## config.mk

```make
export PLATFORM = sky130hd
export DESIGN_NAME = lsu
export DESIGN_NICKNAME = d
export VERILOG_FILES = /design/src/rtl/lsu.sv
export SDC_FILE = /design/constraint.sdc
export NUM_CORES = 1
export LEC_CHECK = 0
export BUFFER_PORTS_ARGS = -buffer_cell sky130_fd_sc_hd__buf_2
export CAP_MARGIN = 20
export CORE_ASPECT_RATIO = 1.5
export CORE_UTILIZATION = 49
export CTS_CLUSTER_DIAMETER = 100
export DETAILED_ROUTE_END_ITERATION = 8
export PLACE_DENSITY = 0.8
export SYNTH_ARGS = -nofsm -noshare
export SYNTH_HDL_FRONTEND = slang
export SYNTH_SLANG_ARGS = --single-unit
```

## constraint.sdc

```tcl
create_clock -name clk -period 2.6 [get_ports clk]
set_input_delay 0.65 -clock clk [delete_from_list [all_inputs] [get_ports clk]]
set_output_delay 0.65 -clock clk [all_outputs]
set_load 0.1 [all_outputs]
```

## src/rtl/lsu.sv

```systemverilog
// ---------------------------------------------------------------------------
// lsu -- load/store unit between decode and a simple request/grant bus.
//
// Accepts one memory instruction at a time, checks alignment, issues a
// single bus request, waits for read data on loads and returns the
// lane-shifted, extended load result.
//
// State | meaning
// ------+-----------------------------------------------------------------
// IDLE  | no access outstanding; latches a new instruction on mem_valid_ctrl
// REQ   | bus_req asserted with the latched address/strobes, waiting on gnt
// WAIT  | load granted, waiting for bus_rvalid
// DONE  | one-cycle done pulse, rdata_out valid for loads
// ERR   | one-cycle misalign pulse, no bus traffic
//
// Ports:
//   clk, rst_n          clock, asynchronous active-low reset
//   mem_valid_ctrl      instruction present from decode
//   mem_we_ctrl         0 = store, 1 = load
//   mem_size            access size/sign encoding (MEM_*)
//   addr, wdata         effective byte address, store data
//   stall               holds the pipeline while an access is outstanding
//   done, misalign      completion / misalignment pulses
//   rdata_out           extended load result (held outside DONE)
//   bus_req/we/addr/be/wdata   bus request side
//   bus_gnt, bus_rvalid, bus_rdata   bus response side
// ---------------------------------------------------------------------------
module lsu #(
  parameter int MEM_SIZE_WIDTH = 3
) (
  input  logic                      clk,
  input  logic                      rst_n,
  input  logic                      mem_valid_ctrl,
  input  logic                      mem_we_ctrl,
  input  logic [MEM_SIZE_WIDTH-1:0] mem_size,
  input  logic [31:0]               addr,
  input  logic [31:0]               wdata,
  output logic                      stall,
  output logic                      done,
  output logic                      misalign,
  output logic [31:0]               rdata_out,
  output logic                      bus_req,
  output logic                      bus_we,
  output logic [31:0]               bus_addr,
  output logic [3:0]                bus_be,
  output logic [31:0]               bus_wdata,
  input  logic                      bus_gnt,
  input  logic                      bus_rvalid,
  input  logic [31:0]               bus_rdata
);

  localparam logic [MEM_SIZE_WIDTH-1:0] MEM_BYTE   = MEM_SIZE_WIDTH'(0);
  localparam logic [MEM_SIZE_WIDTH-1:0] MEM_HALF   = MEM_SIZE_WIDTH'(1);
  localparam logic [MEM_SIZE_WIDTH-1:0] MEM_WORD   = MEM_SIZE_WIDTH'(2);
  localparam logic [MEM_SIZE_WIDTH-1:0] MEM_BYTE_U = MEM_SIZE_WIDTH'(4);
  localparam logic [MEM_SIZE_WIDTH-1:0] MEM_HALF_U = MEM_SIZE_WIDTH'(5);

  typedef enum logic [2:0] {
    IDLE = 3'd0,
    REQ  = 3'd1,
    WAIT = 3'd2,
    DONE = 3'd3,
    ERR  = 3'd4
  } state_t;

  state_t state, state_nxt;

  logic [31:0]               addr_q;
  logic [31:0]               wdata_q;
  logic [MEM_SIZE_WIDTH-1:0] size_q;
  logic                      load_q;
  logic [31:0]               rdata_q;

  logic                      aligned;
  logic                      capture;
  logic [31:0]               rdata_shifted;
  logic [31:0]               rdata_ext;
  logic [3:0]                be_lat;
  logic [31:0]               wdata_lat;

  // Alignment of the incoming instruction; unknown sizes behave as word.
  always_comb begin
    aligned = 1'b0;
    case (mem_size)
      MEM_BYTE, MEM_BYTE_U: aligned = 1'b1;
      MEM_HALF, MEM_HALF_U: aligned = (addr[0] == 1'b0);
      default:              aligned = (addr[1:0] == 2'b00);
    endcase
  end

  // Byte strobes and lane replication from the latched access.
  always_comb begin
    be_lat    = 4'b1111;
    wdata_lat = wdata_q;
    case (size_q)
      MEM_BYTE, MEM_BYTE_U: begin
        be_lat    = 4'b0001 << addr_q[1:0];
        wdata_lat = {4{wdata_q[7:0]}};
      end
      MEM_HALF, MEM_HALF_U: begin
        be_lat    = 4'b0011 << addr_q[1:0];
        wdata_lat = {2{wdata_q[15:0]}};
      end
      default: begin
        be_lat    = 4'b1111;
        wdata_lat = wdata_q;
      end
    endcase
  end

  // Move the addressed lane to bit 0, then extend.
  always_comb begin
    rdata_shifted = bus_rdata >> {addr_q[1:0], 3'b000};
    rdata_ext     = rdata_shifted;
    case (size_q)
      MEM_BYTE:   rdata_ext = {{24{rdata_shifted[7]}}, rdata_shifted[7:0]};
      MEM_BYTE_U: rdata_ext = {24'h000000, rdata_shifted[7:0]};
      MEM_HALF:   rdata_ext = {{16{rdata_shifted[15]}}, rdata_shifted[15:0]};
      MEM_HALF_U: rdata_ext = {16'h0000, rdata_shifted[15:0]};
      default:    rdata_ext = rdata_shifted;
    endcase
  end

  always_comb begin
    state_nxt = state;
    capture   = 1'b0;
    stall     = 1'b0;
    done      = 1'b0;
    misalign  = 1'b0;
    bus_req   = 1'b0;
    bus_we    = 1'b0;
    bus_addr  = 32'h0;
    bus_be    = 4'b0000;
    bus_wdata = 32'h0;
    case (state)
      IDLE: begin
        if (mem_valid_ctrl) begin
          stall     = 1'b1;
          state_nxt = aligned ? REQ : ERR;
        end
      end
      REQ: begin
        stall     = 1'b1;
        bus_req   = 1'b1;
        bus_we    = ~load_q;
        bus_addr  = {addr_q[31:2], 2'b00};
        bus_be    = be_lat;
        bus_wdata = wdata_lat;
        if (bus_gnt) begin
          if (!load_q) begin
            state_nxt = DONE;
          end else if (bus_rvalid) begin
            // Grant and data in the same cycle: skip WAIT.
            capture   = 1'b1;
            state_nxt = DONE;
          end else begin
            state_nxt = WAIT;
          end
        end
      end
      WAIT: begin
        stall = 1'b1;
        if (bus_rvalid) begin
          capture   = 1'b1;
          state_nxt = DONE;
        end
      end
      DONE: begin
        done      = 1'b1;
        state_nxt = IDLE;
      end
      ERR: begin
        misalign  = 1'b1;
        state_nxt = IDLE;
      end
      default: state_nxt = IDLE;
    endcase
  end

  always_ff @(posedge clk or negedge rst_n) begin
    if (!rst_n) begin
      state   <= IDLE;
      addr_q  <= 32'h0;
      wdata_q <= 32'h0;
      size_q  <= '0;
      load_q  <= 1'b0;
      rdata_q <= 32'h0;
    end else begin
      state <= state_nxt;
      if (state == IDLE && mem_valid_ctrl) begin
        addr_q  <= addr;
        wdata_q <= wdata;
        size_q  <= mem_size;
        load_q  <= mem_we_ctrl;
      end
      if (capture) begin
        rdata_q <= rdata_ext;
      end
    end
  end

  assign rdata_out = rdata_q;

endmodule
```

; ---- Yosys cells after proc, flatten, opt, wreduce, memory -nomap -nowiden
; Cells that the tools add are included.
[classes]
shift = 3
order_cmp = 0
mux = 24
div = 0
eq_ne = 13
n_addsub = 0
mul = 0
reduce_logical = 11
n_bitwise = 2
[op_table]
columns = cell, n
row1 = $pmux W32 S4, 1
row2 = $mux W32, 2
row3 = $pmux W32 S2, 1
row4 = $shr A32 B5 Y32, 1
row5 = $eq A3 B3 Y1 const B, 5
row6 = $mux W3, 4
row7 = $mux W1, 10
row8 = $reduce_or A2 Y1, 5
row9 = $eq A3 B1 Y1 const B, 3
row10 = $logic_not A3 Y1, 3
row11 = $pmux W3 S3, 1
row12 = $pmux W4 S2, 1
row13 = $eq A3 B2 Y1 const B, 2
row14 = $ne A2 B2 Y1 const B, 3
row15 = $pmux W1 S2, 3
row16 = $mux W4, 1
row17 = $shl A1 B2 Y4 const A, 1
row18 = $shl A2 B2 Y4 const A, 1
row19 = $reduce_and A3 Y1, 1
row20 = $logic_not A2 Y1, 1
row21 = $not A1 Y1, 2
row22 = $logic_and A1 B1 Y1, 1
[word_totals]
input_bits = 105
ram_bits = 0
romBits = 0
reg_bits = 103
output_inout_bits = 105
latch_bits = 0
n_memories = 0

; ---- Depth between registers and ports, before layout
[logic_depth]
ltp_word = 6
depth_mapped = 7

; ---- Worst setup path after synthesis
; OpenSTA, ideal clock, no wires.
[synth_timing]
path_type = reg-to-output
startpoint = register state[2]
endpoint = output misalign
stages_incl_launch_ff = 3
slack_ns = -0.957
arrival_ns = 2.907
n_path_buf = 1
path_cell_list = dfrtp_1 -> clkbuf_1 -> nor3b_1
[synth_between]
elab_chain_cells = 2
[synth_lines]
columns = item, line
row1 = start: declaration, 66  ; state_t state, state_nxt;
row2 = start signal: assignment, 189  ; state <= state_nxt;
row3 = $eq A3 B3 Y1, 135  ; case (state)
row4 = $mux W1, 135
row5 = end: declaration, 40  ; output logic misalign,
; No other way between the ends.

; ---- Final worst setup path
[layout_timing]
startpoint = register state[1]
endpoint = output bus_wdata[6]
[layout_between]
elab_chain_cells = 2
[layout_lines]
columns = item, line
row1 = $eq A3 B1 Y1, 135
row2 = $mux W32, 135
row3 = end: declaration, 46  ; output logic [31:0] bus_wdata,
; No other way between the ends.

==> run_results.csv <==
group,metric,value,unit
outcome,status,"finished, final reports clean",
global_routing,grt_pass1_vias,4945,
timing,tightest_slew,0.5755,ns
global_routing,overflow,0,
worst_setup_path,path_buf_inv,2,
synth,synth_top_cell_by_area,"dfrtp_1",
cts,tritoncts,"built",
layout,syn_to_final_growth,52.48,%
synth,ys_seq_elements,103,
worst_setup_path,critical-path-max-stage-delay,0.44,ns
placement,port_buffers,207,
worst_setup_path,path_cells,"or3b_4, inv_4, and2_1, buf_12",
floorplanning,fp.dieH,130.0,microns
global_routing,grt_pass1_wl,26050,microns
worst_setup_path,crit_path_start_kind,"register",
synth,postSynthAreaPerCell,10.43,sq um
layout,drive_above_1_share,52.93,%
floorplanning,core-area,0.01059,sq mm
synth,synthCells,513,
timing,setup_viol,0,
drt,wl_per_cell,19.38,microns
timing,fin_crit,2.533,ns
synth,synth.yosys.seq_area_share,48.15,%
floorplanning,initial_core_util,50.54,%
cts,clockRootBuffer,"clkbuf_16",
drt,drt_iter0_markers,262,
placement,place.gp.congestion,0.9032,
worst_setup_path,arrival,1.88,ns
cts,clkTransAtPathRegs,0.07,ns
timing,final_max_slew_viol_count,0,
worst_setup_path,crit_fanout,39,
global_routing,grtUsageTotal,30.61,%
cts,clk_path_buf_depth,2,
floorplanning,placement_rows,46,
drt,drcViolationCount,0,
layout,final_nets,816,
drt,first_pass_iters,4,
cts,clkSinkCount,103,
floorplanning,pin_count,210,
timing,period_share,97.43,%
cts,hold_buffers,0,
cts,clock_latency,0.34,ns
synth,yosys.area.top_type_share,48.15,%
synth,yosys_warnings,0,
drt,ant_nets,0,
timing,timing.hold.ws,0.2038,ns
job,drv_cap,0,
cts,htreeDepth,3,
placement,placed_cell_area,0.007880,sq mm
worst_setup_path,worstPathRequired,1.95,ns
layout,post-route-util,77.07,%
timing,maxSlewHeadroom,61.49,%
timing,finalHoldViolCount,0,
floorplanning,die-area,0.01135,sq mm
worst_setup_path,crit_family,"simple AND/OR/NAND/NOR gates",
cts,cts_inserted_buffers,9,
layout,finalInstanceArea,0.008162,sq mm
layout,stdcell_count,863,
timing,rsz0062_at_grt,"no",
drt,via_count,4748,
min_path,hold_path_class,"input port to asynchronous set/reset pin",
worst_setup_path,worstSetupPathType,"register to output pin",
drt,vias_per_cell,5.502,
timing,max_freq,394.8,MHz
placement,dp_hpwl,12210,microns
global_routing,grt_antenna_before_repair,2,
timing,skew,0.009624,ns
global_routing,grt_start_max_net_pins,70,
synth,synth_area_leaders,"dfrtp_1, mux2_2, mux2i_1",
worst_setup_path,worst_setup_path_end_kind,"output pin",
floorplanning,fp.dieW,87.34,microns
placement,place_inst,844,
worst_setup_path,cp_slowest_cell,"or3b_4",
drt,routed_wl,16730,microns
synth,ys_types,41,
synth,syn-cell-area,0.005353,sq mm
final cells by class:
cell class / count / area, sq um
antenna: 3 / 7.507
clock buffer: 11 / 232.7
clock inverter: 5 / 33.78
fill: 661 / 2429
inverter: 4 / 17.52
multi-input combinational: 367 / 2873
sequential: 103 / 2577
tap: 144 / 180.2
timing repair buffer: 226 / 2240
state kept, by name, indices dropped and copies added, names as in the netlist:
name and cells:
state 3, load_q 1, wdata_q 32, addr_q 32, size_q 3, rdata_out 32
cell usage after synthesis:
library cell,count
o311ai_1,1
o211ai_1,6
buf_4,2
nor4b_4,1
dfrtp_1,103
nor2b_1,2
a21oi_1,34
nand4b_4,1
a211oi_4,1
nand2_1,52
buf_6,1
nand4_4,1
o21bai_1,1
inv_2,1
nor2_1,57
or2_2,1
or3b_1,1
mux2_1,7
mux2_2,68
nand2b_1,2
a21o_1,1
nor3b_1,2
a31o_2,1
o21ai_0,17
nand3b_1,2
o2bb2ai_1,2
a221o_1,1
inv_1,3
clkbuf_1,12
buf_2,23
buf_1,2
conb_1,1
and2_1,44
a211oi_1,2
o31a_2,1
mux2i_1,36
nand3_1,14
a22oi_1,1
o211ai_2,3
a211o_1,1
nor3_1,1
routing by layer:
layer	up-vias	wire length, microns	GRT usage (%)
met5	-	0	0
met2	228	8705	53.22
li1	2153	-	-
met4	0	670	14.66
met1	2324	6049	34.45
met3	43	1300	8.349
metrics by stage:
stage / TNS [ns] / setup slack, ns
after floorplan: -0.9692 / -0.9367
after CTS: 0 / 0.04066
after global placement: 0 / 0.3756
final: 0 / 0.06675
after detailed placement: 0 / 0.2900
after global routing: 0 / 0.01065
cells in the final DEF, fill, tap and decap left out, drive strengths merged, types with 3 or more instances in the layout:
cell    count
buf       226
dfrtp     103
mux2       75
nor2       57
nand2      52
and2       44
mux2i      36
a21oi      34
o21ai      17
nand3      14
clkbuf     11
o211ai      9
inv         5
diode       3
a211oi      3
worst paths after layout:
path,start,endpoint,slack [ns],cells after the start
max,state[1],bus_wdata[6],0.07,4
min,rst_n,rdata_out[11],0.20,1
max reg2reg,state[1],rdata_out[26],0.59,5
min reg2reg,rdata_out[4],rdata_out[4],0.49,2
max in group asynchronous,rst_n,rdata_out[20],1.72,2
min in group clk,rdata_out[4],rdata_out[4],0.49,2
cell families after synthesis:
family,count (synthesis),share of synthesized area [%]
buffers and inverters,44,3.903
DFF,103,48.15
and+or+nand+nor,181,16.78
muxes,111,22.51
AOI/OAI and AO/OA,73,8.579
other,1,0.07006
what timing repair did:
item                                    4_1_cts  5_1_grt
endpoints found under the setup margin       40        1
cloned                                        0        0
setup buffers                                 0        0
gates resized for setup                       2        1
Power is not shown: default switching activity piles up to over one toggle a cycle in this logic, so the estimate is an artifact.
